$ cat src/rtl/mem_stage_lsu_pkg.sv
// rtl/mem_stage_lsu_pkg.sv - core LSU control encoding, byte-enable constants and op helpers
package mem_stage_lsu_pkg;

  typedef enum logic [3:0] {
    LSU_NOP, LB, LH, LW, LBU, LHU, SB, SH, SW
  } lsuCtrl_e;

  typedef enum logic [1:0] {
    ST_IDLE, ST_WAIT_GNT, ST_WAIT_RSP
  } lsu_state_e;

  localparam logic [3:0] BE_BYTE = 4'b0001;
  localparam logic [3:0] BE_HALF = 4'b0011;
  localparam logic [3:0] BE_WORD = 4'b1111;

  function automatic logic lsu_is_load(lsuCtrl_e c);
    return c inside {LB, LH, LW, LBU, LHU};
  endfunction

  function automatic logic lsu_is_store(lsuCtrl_e c);
    return c inside {SB, SH, SW};
  endfunction

endpackage

$ cat src/rtl/lsu_load_align.sv
// rtl/lsu_load_align.sv - selects the addressed byte/half of a read word and sign/zero-extends it
module lsu_load_align
  import mem_stage_lsu_pkg::*;
(
  input  logic [31:0] rdata_i,
  input  logic [1:0]  lane_i,
  input  lsuCtrl_e    lsu_ctrl_i,
  output logic [31:0] load_data_o
);

  logic [31:0] shifted;
  logic [7:0]  byte_w;
  logic [15:0] half_w;

  always_comb begin
    shifted     = rdata_i >> {lane_i, 3'b000};
    byte_w      = shifted[7:0];
    half_w      = lane_i[1] ? rdata_i[31:16] : rdata_i[15:0];
    load_data_o = rdata_i;
    case (lsu_ctrl_i)
      LB:      load_data_o = {{24{byte_w[7]}}, byte_w};
      LBU:     load_data_o = {24'b0, byte_w};
      LH:      load_data_o = {{16{half_w[15]}}, half_w};
      LHU:     load_data_o = {16'b0, half_w};
      default: load_data_o = rdata_i;
    endcase
  end

endmodule

$ cat src/rtl/mem_stage_lsu.sv
// rtl/mem_stage_lsu.sv - MEM-stage load/store unit: req/gnt/rvalid bus master with stall, alignment and timeout
module mem_stage_lsu
  import mem_stage_lsu_pkg::*;
#(
  parameter int unsigned TIMEOUT_CYCLES = 256
) (
  input  logic        clk,
  input  logic        rst,
  input  lsuCtrl_e    lsu_ctrl_i,
  input  logic [31:0] addr_i,
  input  logic [31:0] store_data_i,
  output logic        dmem_req_o,
  output logic        dmem_we_o,
  output logic [3:0]  dmem_be_o,
  output logic [31:0] dmem_addr_o,
  output logic [31:0] dmem_wdata_o,
  input  logic        dmem_gnt_i,
  input  logic        dmem_rvalid_i,
  input  logic [31:0] dmem_rdata_i,
  output logic [31:0] load_data_o,
  output logic        lsu_stall_o,
  output logic        misaligned_o,
  output logic        bus_err_o
);

  localparam logic [15:0] TMO_LAST = 16'(TIMEOUT_CYCLES - 1);

  lsu_state_e  state_q, state_d;
  logic [15:0] tmo_cnt_q, tmo_cnt_d;
  logic [31:0] load_data_q, load_data_d;
  logic        misaligned_q, misaligned_d;
  logic        bus_err_q, bus_err_d;

  logic        op_valid, misaligned, aligned, is_load;
  logic        waiting, timeout_hit, rsp_done, req;
  logic [31:0] aligned_rdata;

  lsu_load_align u_load_align (
    .rdata_i    (dmem_rdata_i),
    .lane_i     (addr_i[1:0]),
    .lsu_ctrl_i (lsu_ctrl_i),
    .load_data_o(aligned_rdata)
  );

  always_comb begin
    misaligned = 1'b0;
    case (lsu_ctrl_i)
      LH, LHU, SH: misaligned = addr_i[0];
      LW, SW:      misaligned = |addr_i[1:0];
      default:     misaligned = 1'b0;
    endcase
  end

  assign op_valid    = lsu_ctrl_i != LSU_NOP;
  assign aligned     = !misaligned;
  assign is_load     = lsu_is_load(lsu_ctrl_i);
  assign waiting     = state_q != ST_IDLE;
  assign timeout_hit = waiting && (tmo_cnt_q == TMO_LAST);
  assign rsp_done    = (state_q == ST_WAIT_RSP) && dmem_rvalid_i;

  always_comb begin
    state_d   = state_q;
    tmo_cnt_d = waiting ? tmo_cnt_q + 16'd1 : 16'd0;
    req       = 1'b0;
    case (state_q)
      ST_IDLE: begin
        if (op_valid && aligned) begin
          req     = 1'b1;
          state_d = dmem_gnt_i ? ST_WAIT_RSP : ST_WAIT_GNT;
        end
      end
      ST_WAIT_GNT: begin
        req = !timeout_hit;
        if (dmem_gnt_i) state_d = ST_WAIT_RSP;
      end
      ST_WAIT_RSP: begin
        if (dmem_rvalid_i) state_d = ST_IDLE;
      end
      default: state_d = ST_IDLE;
    endcase
    // Timeout abandons the transfer regardless of any late handshake this cycle.
    if (timeout_hit) begin
      state_d   = ST_IDLE;
      tmo_cnt_d = 16'd0;
    end
  end

  assign misaligned_d = (state_q == ST_IDLE) && op_valid && misaligned;
  assign bus_err_d    = timeout_hit;

  always_comb begin
    load_data_d = load_data_q;
    if (rsp_done && is_load)            load_data_d = aligned_rdata;
    else if (timeout_hit || misaligned_d) load_data_d = 32'd0;
  end

  always_ff @(posedge clk or posedge rst) begin
    if (rst) begin
      state_q      <= ST_IDLE;
      tmo_cnt_q    <= 16'd0;
      load_data_q  <= 32'd0;
      misaligned_q <= 1'b0;
      bus_err_q    <= 1'b0;
    end else begin
      state_q      <= state_d;
      tmo_cnt_q    <= tmo_cnt_d;
      load_data_q  <= load_data_d;
      misaligned_q <= misaligned_d;
      bus_err_q    <= bus_err_d;
    end
  end

  always_comb begin
    dmem_be_o    = 4'b0000;
    dmem_wdata_o = 32'd0;
    case (lsu_ctrl_i)
      LB, LBU, SB: dmem_be_o = BE_BYTE << addr_i[1:0];
      LH, LHU, SH: dmem_be_o = addr_i[1] ? {BE_HALF[1:0], 2'b00} : BE_HALF;
      LW, SW:      dmem_be_o = BE_WORD;
      default:     dmem_be_o = 4'b0000;
    endcase
    case (lsu_ctrl_i)
      SB:      dmem_wdata_o = {4{store_data_i[7:0]}};
      SH:      dmem_wdata_o = {2{store_data_i[15:0]}};
      SW:      dmem_wdata_o = store_data_i;
      default: dmem_wdata_o = 32'd0;
    endcase
  end

  // Request and stall are forced low while reset is held so the pipeline never sees a stale op.
  assign dmem_req_o   = req && !rst;
  assign dmem_we_o    = lsu_is_store(lsu_ctrl_i);
  assign dmem_addr_o  = {addr_i[31:2], 2'b00};
  assign lsu_stall_o  = !rst && op_valid && aligned && !rsp_done && !timeout_hit;
  assign load_data_o  = (rsp_done && is_load) ? aligned_rdata : load_data_q;
  assign misaligned_o = misaligned_q;
  assign bus_err_o    = bus_err_q;

endmodule
$ cat config.mk
export PLATFORM = sky130hd
export DESIGN_NAME = mem_stage_lsu
export DESIGN_NICKNAME = d
export VERILOG_FILES = /design/src/rtl/mem_stage_lsu_pkg.sv /design/src/rtl/lsu_load_align.sv /design/src/rtl/mem_stage_lsu.sv
export SDC_FILE = /design/constraint.sdc
export NUM_CORES = 1
export LEC_CHECK = 0
export ABC_AREA = 1
export BUFFER_PORTS_ARGS = -buffer_cell sky130_fd_sc_hd__buf_2
export CORE_ASPECT_RATIO = 0.7
export CORE_MARGIN = 3
export CORE_UTILIZATION = 48
export CTS_BUF_LIST = sky130_fd_sc_hd__clkbuf_16
export CTS_CLUSTER_SIZE = 20
export DETAILED_ROUTE_END_ITERATION = 8
export GPL_ROUTABILITY_DRIVEN = 0
export HOLD_SLACK_MARGIN = 0.05
export PLACE_DENSITY_LB_ADDON = 0.12
export SYNTH_ARGS = -nofsm -noshare
export SYNTH_HDL_FRONTEND = slang
export SYNTH_HIERARCHICAL = 1
export SYNTH_SLANG_ARGS = --single-unit
$ cat constraint.sdc
create_clock -name clk -period 1.7 [get_ports clk]
set_input_delay 0.255 -clock clk [delete_from_list [all_inputs] [get_ports clk]]
set_output_delay 0.255 -clock clk [all_outputs]
set_load 0.03 [all_outputs]
Yosys cells after proc, flatten, opt, wreduce, memory -nomap -nowiden
Cells that the tools add are included.
{"block": "word_totals", "regBits": 52, "in_bits": 104, "output_inout_bits": 105, "wordCells": 68}
{"block": "op_classes", "addsub": 1, "eq_ne": 14, "shifts": 2, "muxes": 19, "n_reduce_logical": 27}
{"operator": "$pmux W32 S4", "n": 1}
{"operator": "$mux W32", "n": 3}
{"operator": "$pmux W32 S3", "n": 1}
{"operator": "$mux W16", "n": 3}
{"operator": "$shr A32 B5 Y8", "n": 1}
{"operator": "$add A16 B1 Y16 const B", "n": 1}
{"operator": "$eq A16 B8 Y1 const B", "n": 1}
{"operator": "$eq A4 B3 Y1 const B", "n": 4}
{"operator": "$pmux W4 S3", "n": 1}
{"operator": "$logic_and A1 B1 Y1", "n": 11}
{"operator": "$mux W2", "n": 5}
{"operator": "$ne A3 B3 Y1 const B", "n": 3}
{"operator": "$eq A4 B2 Y1 const B", "n": 2}
{"operator": "$pmux W2 S3", "n": 1}
{"operator": "$reduce_or A3 Y1", "n": 2}
{"operator": "$reduce_bool A5 Y1", "n": 1}
{"operator": "$eq A4 B1 Y1 const B", "n": 1}
{"operator": "$eq A4 B4 Y1 const B", "n": 1}
{"operator": "$logic_not A1 Y1", "n": 4}
{"operator": "$mux W4", "n": 1}
{"operator": "$pmux W1 S2", "n": 2}
{"operator": "$reduce_bool A2 Y1", "n": 2}
{"operator": "$reduce_bool A4 Y1", "n": 1}
{"operator": "$reduce_or A2 Y1", "n": 2}
{"operator": "8 further kinds", "n": 8}

Depth between registers and ports, before layout
Gate-level depths: netlist (run 1).
{"block": "depth", "ltp_word": 8, "mapped_depth": 12, "depth_no_buf": 10}

By module
Netlist (run 1), hierarchy kept.
{"mod": "mem_stage_lsu", "n_inst": 1, "cells_each": 470, "area_per_inst_um2": 3668.5, "seq_area_each_um2": 1301.2}
{"mod": "lsu_load_align", "n_inst": 1, "cells_each": 218, "area_per_inst_um2": 954.7, "seq_area_each_um2": 0.0}

Least setup slack after synthesis (run 1)
No wires, ideal clock.
{"block": "synth_path", "kind": "register to output", "start": "register tmo_cnt_q[0]", "end": "output lsu_stall_o", "t_arrival_ns": 1.964, "slack_ns": -0.519, "path_stages_with_launch": 7, "cell_sequence": "dfrtp_1 -> ha_1 -> nand3_1 -> nor3_4 -> nand2_1 -> inv_1 -> nor4_1"}
{"block": "synth_via", "elab_chain_len": 4}
{"element": "start: declaration", "line_no": "mem_stage_lsu.sv:29", "rtl": "logic [15:0] tmo_cnt_q, tmo_cnt_d;"}
{"element": "start signal: assignment", "line_no": "mem_stage_lsu.sv:106", "rtl": "tmo_cnt_q <= tmo_cnt_d;"}
{"element": "$eq A16 B8 Y1", "line_no": "mem_stage_lsu.sv:58", "rtl": "assign timeout_hit = waiting && (tmo_cnt_q == TMO_LAST);"}
{"element": "$logic_and A1 B1 Y1", "line_no": "mem_stage_lsu.sv:58"}
{"element": "via bus_err_d", "line_no": "mem_stage_lsu.sv:32", "rtl": "logic bus_err_q, bus_err_d;"}
{"element": "$logic_not A1 Y1", "line_no": "mem_stage_lsu.sv:134", "rtl": "assign lsu_stall_o = !rst && op_valid && aligned && !rsp_done && !timeout_hit;"}
{"element": "$logic_and A1 B1 Y1", "line_no": "mem_stage_lsu.sv:134"}
{"element": "end: declaration", "line_no": "mem_stage_lsu.sv:21", "rtl": "output logic lsu_stall_o,"}
The timed path passes the listed nets, and every way through them passes these cells.

Worst setup path after layout (run 1)
{"block": "layout_path", "start": "input lsu_ctrl_i[1]", "end": "output load_data_o[14]"}
{"block": "layout_via", "word_cells_on_any_way": 9}
{"element": "start: declaration", "line_no": "mem_stage_lsu.sv:9", "rtl": "input lsuCtrl_e lsu_ctrl_i,"}
{"element": "$eq A4 B3 Y1, or another cell as far along", "line_no": "lsu_load_align.sv:20", "rtl": "case (lsu_ctrl_i)"}
{"element": "$pmux W32 S4 (*)", "line_no": "lsu_load_align.sv:20"}
{"element": "via aligned_rdata[14]", "line_no": "mem_stage_lsu.sv:36", "rtl": "logic [31:0] aligned_rdata;"}
{"element": "$mux W32 (*)", "line_no": "mem_stage_lsu.sv:135", "rtl": "assign load_data_o = (rsp_done && is_load) ? aligned_rdata : load_data_q;"}
{"element": "end: declaration", "line_no": "mem_stage_lsu.sv:20", "rtl": "output logic [31:0] load_data_o,"}
The timed path passes the listed nets; every way through them passes the cells marked *.

==> results_dict.tcl, run 1 <==
set metrics [dict create \
    hold_depth 4 \
    fin_skew_ns 0.005747 \
    synth_edf_count 0 \
    swShare 0.4460 \
    power_frac_clock 0.124 \
    drt_pass1_iterations 9 \
    antennaDiodeCount 0 \
    die-area_um2 10860 \
    grt_pass1_vias 5340 \
    crit_end "load_data_o[14]" \
    finalCriticalPeriod_ns 1.903 \
    cellPowerDensity_nw_per_um2 1143 \
    start_util 0.5016 \
    routed_wl_um 21110 \
    vias 6244 \
    startpoint "lsu_ctrl_i[1]" \
    grt.busiest_layer "met2" \
    r2r_setup_slack_ns 0.06 \
    drtIter0Drc 769 \
    clockRootBuffer "clkbuf_16" \
    pwr-share-seq 0.211 \
    ys_warn_count 6 \
    power.switching_mw 4.089 \
    final.period_utilization 1.119 \
    setup_ws_ns -0.2026 \
    seq_area_frac_synth 0.2815 \
    cp.required_ns 1.44 \
    synth_async_sr_flop_share 1.000 \
    worstSetupEndpointType "primary output" \
    fmax_ghz 0.5256 \
    vias_per_cell 5.868 \
    failed_checks "negative setup slack" \
    stdcell_count 1064 \
    cp_max_fo 8 \
    cts_buffers 5 \
    grtUsageTotal 0.3005 \
    yosysMostFrequentCell "nand2_1" \
    setup_viol 35 \
    yosysUniqueCellTypes 38 \
    synthesis.area_um2 4623 \
    yosysTopAreaCell "dfrtp_1" \
    hold_slack_ns 0.2601 \
    drv_slew 0 \
    tritoncts "yes" \
    grt_first_pass_wirelength_um 26040 \
    p_comb_frac 0.665 \
    num-fill-cells 463 \
    synthTopCellsByCount "nand2_1, inv_1, nand3_1, o21ai_0, dfrtp_1" \
    status "complete, but fails checks" \
    ys_top_cells_by_area "dfrtp_1, nand2_1, o22ai_2" \
    die_h_um 88.11 \
    die_x_um 123.3 \
    crit_type "in -> out" \
    power_leakage_nw 4.177 \
    avgSynthCellArea_um2 6.720 \
    r2r_cells 8 \
    yosysTopAreaCellShare 0.2815 \
    antenna_found_initial 1 \
    gr-usage-met3 0.06327 \
    ys_ff_latch 52 \
    hold_violations 0 \
    syn-instance-count 688 \
    grtUsageMet2 0.4901 \
    clockBufferDepth 2 \
    grt_max_degree 53 \
    intPower_mw 5.080 \
    ioPinCount 209 \
    use_met1 0.4089 \
    core.rowCount 29 \
    ant_nets 0 \
    synthFlopType "dfrtp_1" \
    drcViolationCount 0 \
    avgRoutedWirePerCell_um 19.84 \
    p_total_mw 9.169 \
    rsz0062_at_grt "true" \
    nets 1044 \
    grt.overflow.total 0 \
    cts_num_sinks 52 \
    syn_to_final_growth_pct 73.53 \
    core_area_um2 9216 \
    insertion_delay_ns 0.30 \
    clk_pin_slew_ns 0.08 \
    cts.htree.levels 2 \
    dp_cells 1005 \
    worstPathArrival_ns 1.65 \
    rr_endpoint "load_data_q[21]$_DFFE_PP0P_" \
    drive_above_1_share 0.5543 \
    max_cap_viol_count 0 \
    irDropWorstVdd_v 0.001067 \
    port_buffers 146 \
    dp_hpwl_um 11720 \
    hold_path_class "in -> reg" \
    regToRegStartpoint "state_q[0]$_DFFE_PP0P_" \
    cp-start-kind "primary input" \
]
==> placed cells by master (no fill, tap or decap), types with 24 or more instances in the layout <==
| cell | instances |
|---|---|
| buf_2 | 92 |
| buf_4 | 129 |
| buf_6 | 51 |
| dfrtp_1 | 52 |
| inv_1 | 70 |
| inv_2 | 30 |
| nand2_1 | 133 |
| nand2_2 | 47 |
| nand3_1 | 53 |
| nor2_1 | 30 |
| o21ai_0 | 35 |
| o21ai_4 | 24 |
| o22ai_2 | 30 |
==> power groups by stage <==
stage	combinational [mW]	sequential [mW]	clock (mW)
floorplan	2.89	1.77	0
global placement	4.21	1.78	0
detailed placement	4.32	1.79	0
CTS	5.09	1.80	1.13
global route	6.40	1.96	1.18
finish	6.10	1.93	1.14
==> kinds of logic after synthesis <==
| kind of cell | Yosys count | synth area share |
|---|---|---|
| compound gates | 123 | 0.1932 |
| xor+xnor | 8 | 0.01516 |
| fa+ha+maj | 1 | 0.002706 |
| buf+inv | 166 | 0.1824 |
| flops | 52 | 0.2815 |
| other cells | 1 | 0.0008111 |
| simple gates | 337 | 0.3242 |
==> final cells by class <==
type / instances / area, um2 / share of cell area
Multi-Input combinational cell: 472 / 3323 / 0.4142
Timing Repair Buffer: 304 / 2679 / 0.3339
Timing Repair inverter: 1 / 11.26 / 0.001404
Inverter: 103 / 399.1 / 0.04975
Tap cell: 124 / 155.1 / 0.01934
Clock inverter: 3 / 28.78 / 0.003587
Sequential cell: 52 / 1301 / 0.1622
Clock buffer: 5 / 125.1 / 0.01560
==> registers in the layout (all words and copies together), names as in the netlist <==
signal and count:
misaligned_o 1, bus_err_o 1, state_q 2, tmo_cnt_q 16
load_data_q 32
==> layer usage <==
metal | routed length (um) | part of all wire
met1 | 8059 | 0.38
met2 | 9651 | 0.46
met3 | 2376 | 0.11
met4 | 1012 | 0.048
met5 | 13 | 0.00062
==> worst min-delay path by stage <==
stage | start | endpoint
6_report | dmem_gnt_i | state_q[0]$_DFFE_PP0P_
5_1_grt | dmem_gnt_i | state_q[0]$_DFFE_PP0P_
3_3_place_gp | rst | state_q[1]$_DFFE_PP0P_
2_1_floorplan | dmem_gnt_i | state_q[0]$_DFFE_PP0P_
3_5_place_dp | rst | load_data_q[6]$_DFFE_PP0P_
4_1_cts | dmem_gnt_i | state_q[0]$_DFFE_PP0P_
==> worst max-delay path, cell delays in order <==
cell and delay [ns]:
buf_2 0.13, inv_1 0.06, nor2_2 0.14, nand2_1 0.09
nand2_2 0.13, nor2_4 0.05, buf_12 0.14, buf_6 0.12
nand2_1 0.08, nand3_2 0.11, inv_1 0.12, o21ai_2 0.08
buf_6 0.14
==> stage by stage <==
step	TNS (ns)	setup slack [ns]	util	cell area, um2
after floorplan	-0.8476	-0.1858	-	4835
after global placement	-7.156	-0.1778	0.6715	6188
after detailed placement	-8.687	-0.2135	0.6715	6188
after CTS	-5.189	-0.1949	0.7653	7053
after global routing	-6.773	-0.2498	0.8705	8023
final	-4.959	-0.2026	0.8705	8023
==> repair_timing <==
action,in CTS,in global routing
gates cloned,7,10
endpoints found under the setup margin,63,110
hold buffers,1,0
resized for setup,124,187
hold endpoints to repair,36,0
setup buffers,14,23
pin swaps,10,46
Power figures use the tool's default switching activity.
==> run 2, diff against run 1 <==
RECOVER_POWER = 50   (was not set)
==> run 2 against run 1 <==
Compared with the run above:
- sequential share of layout area barely moved
- worst hold slack got worse by 0.0026 ns
- global-route usage did not move
- first-iteration DRC count fell by 4.0%
- clock power barely moved
- the flow still finishes with violations (negative setup slack)
- critical path depth did not move
- cell area fell by 0.20%
- combinational power barely moved
- sequential cell count did not move
==> results_dict.tcl, run 2 (synthesis gave the netlist of run 1 again) <==
set metrics [dict create \
    fmax_ghz 0.5246 \
    p_comb_frac 0.665 \
    reg.largest.list "load_data_q (32), tmo_cnt_q (16), state_q (2)" \
    r2r_cells 8 \
    worstPathArrival_ns 1.65 \
    antennaDiodeCount 0 \
    tritoncts "yes" \
    fin_skew_ns 0.008179 \
    ant_nets 0 \
    ioPinCount 209 \
    antenna_found_initial 1 \
    pre_cts_ws_ns -0.2135 \
    drive_above_1_share 0.5500 \
    cp_max_fo 8 \
    cts_num_sinks 52 \
    slew_headroom 0.4704 \
    grt_first_pass_wirelength_um 26040 \
    routed_wl_um 21280 \
    grtUsageTotal 0.3005 \
    clk_pin_slew_ns 0.08 \
    hold_slack_ns 0.2575 \
    max_stage_delay_ns 0.15 \
    cp-start-kind "primary input" \
    hold_path_class "in -> reg" \
    power.switching_mw 4.096 \
    vias_per_cell 5.852 \
    power_leakage_nw 4.158 \
    avgRoutedWirePerCell_um 20.00 \
    largest_reg_flops 32 \
    core_area_um2 9216 \
    insertion_delay_ns 0.30 \
    wl_met1_um 7983 \
    drt_pass1_iterations 7 \
    failed_checks "negative setup slack" \
    final.period_utilization 1.121 \
    stdcell_count 1064 \
    cp.required_ns 1.44 \
    crit_chain "buf_2 -> inv_1 -> nor2_2 -> nand2_1 -> nand2_2 -> nor2_4 -> buf_12 -> buf_6 -> nand2_1 -> nand3_2 -> inv_2 -> o21ai_4 -> buf_6" \
    pwr-share-seq 0.211 \
    die_x_um 123.3 \
    finalCriticalPeriod_ns 1.906 \
    wl_met2_um 9785 \
    syn_to_final_growth_pct 73.18 \
    rsz0062_at_grt "true" \
    grt.overflow.total 0 \
    wl_met3_um 2512 \
    cellPowerDensity_nw_per_um2 1145 \
    mostFrequentLayoutCells "nand2_1, buf_4, buf_2, inv_1, nand3_1" \
    port_buffers 146 \
    max_cap_viol_count 0 \
    die_h_um 88.11 \
    cts.htree.levels 2 \
    tightest_slew_ns 0.7944 \
    cts_buffers 5 \
    hold_depth 4 \
    die-area_um2 10860 \
    grt_pass1_vias 5340 \
    dp_hpwl_um 11720 \
    clockBufferDepth 2 \
    drv_slew 0 \
    drcViolationCount 0 \
    p_total_mw 9.171 \
    top_register "load_data_q" \
    cp_slowest_cell "buf_12" \
    setup_viol 35 \
    core.rowCount 29 \
    power_frac_clock 0.124 \
    clockRootBuffer "clkbuf_16" \
    swShare 0.4467 \
    vias 6227 \
    crit_type "in -> out" \
    hold_violations 0 \
    final_common_cell "nand2_1" \
    worstSetupEndpointType "primary output" \
    dp_cells 1005 \
    status "complete, but fails checks" \
    drtIter0Drc 738 \
    irDropWorstVdd_v 0.001068 \
    highest_layer "met5" \
    grt_max_degree 53 \
    nets 1044 \
    setup_ws_ns -0.2063 \
    start_util 0.5016 \
    intPower_mw 5.075 \
]
run 2: stage by stage:
step,utilization,area (um2),TNS (ns)
2_1_floorplan,-,4835,-0.8476
3_3_place_gp,0.6715,6188,-7.156
3_5_place_dp,0.6715,6188,-8.687
4_1_cts,0.7653,7053,-5.189
5_1_grt,0.8687,8006,-6.779
6_report,0.8687,8006,-5.046
run 2: timing repair:
item                                    CTS  global route
gates cloned                              7            10
endpoints found under the setup margin   63           110
endpoints found under the hold margin    36             0
pin swaps                                10            46
hold buffers                              1             0
gates resized for setup                 124           187
buffers inserted                         14            23
run 2: power by group through the flow:
stage | logic, mW | clock network (mW) | registers, mW
floorplan | 2.89 | 0 | 1.77
global placement | 4.21 | 0 | 1.78
detailed placement | 4.32 | 0 | 1.79
CTS | 5.09 | 1.13 | 1.80
global route | 6.39 | 1.18 | 1.96
finish | 6.10 | 1.14 | 1.93
run 2: cell type report:
type	instances	area (um2)
Timing Repair Buffer	304	2663
Timing Repair inverter	1	11.26
Sequential cell	52	1301
Fill cell	466	1210
Tap cell	124	155.1
Clock buffer	5	125.1
Inverter	103	399.1
Multi-Input combinational cell	472	3323
Clock inverter	3	28.78
run 2: path summary, 6_finish.rpt:
kind / startpoint / end / slack [ns]
worst max-delay path: lsu_ctrl_i[1] / load_data_o[4] / -0.21
worst min-delay path: dmem_gnt_i / state_q[0]$_DFFE_PP0P_ / 0.26
worst max register to register: state_q[0]$_DFFE_PP0P_ / load_data_q[21]$_DFFE_PP0P_ / 0.06
worst min register to register: tmo_cnt_q[14]$_DFF_PP0_ / tmo_cnt_q[14]$_DFF_PP0_ / 0.57
max in group asynchronous: rst / load_data_q[5]$_DFFE_PP0P_ / 0.35
min in group asynchronous: rst / state_q[1]$_DFFE_PP0P_ / 0.83
run 2: worst max-delay path, delay by kind of cell:
kind,cells,cell delay [ns]
buffers and inverters,6,0.73
AO/OA/AOI/OAI,1,0.07
AND/OR/NAND/NOR,6,0.61
run 2: routing by layer:
| metal | GRT usage | vias to the layer above |
|---|---|---|
| met4 | 0.07638 | 2 |
| met2 | 0.4901 | 462 |
| met3 | 0.06327 | 130 |
| met5 | 0 | - |
| li1 | - | 2692 |
| met1 | 0.4089 | 2941 |
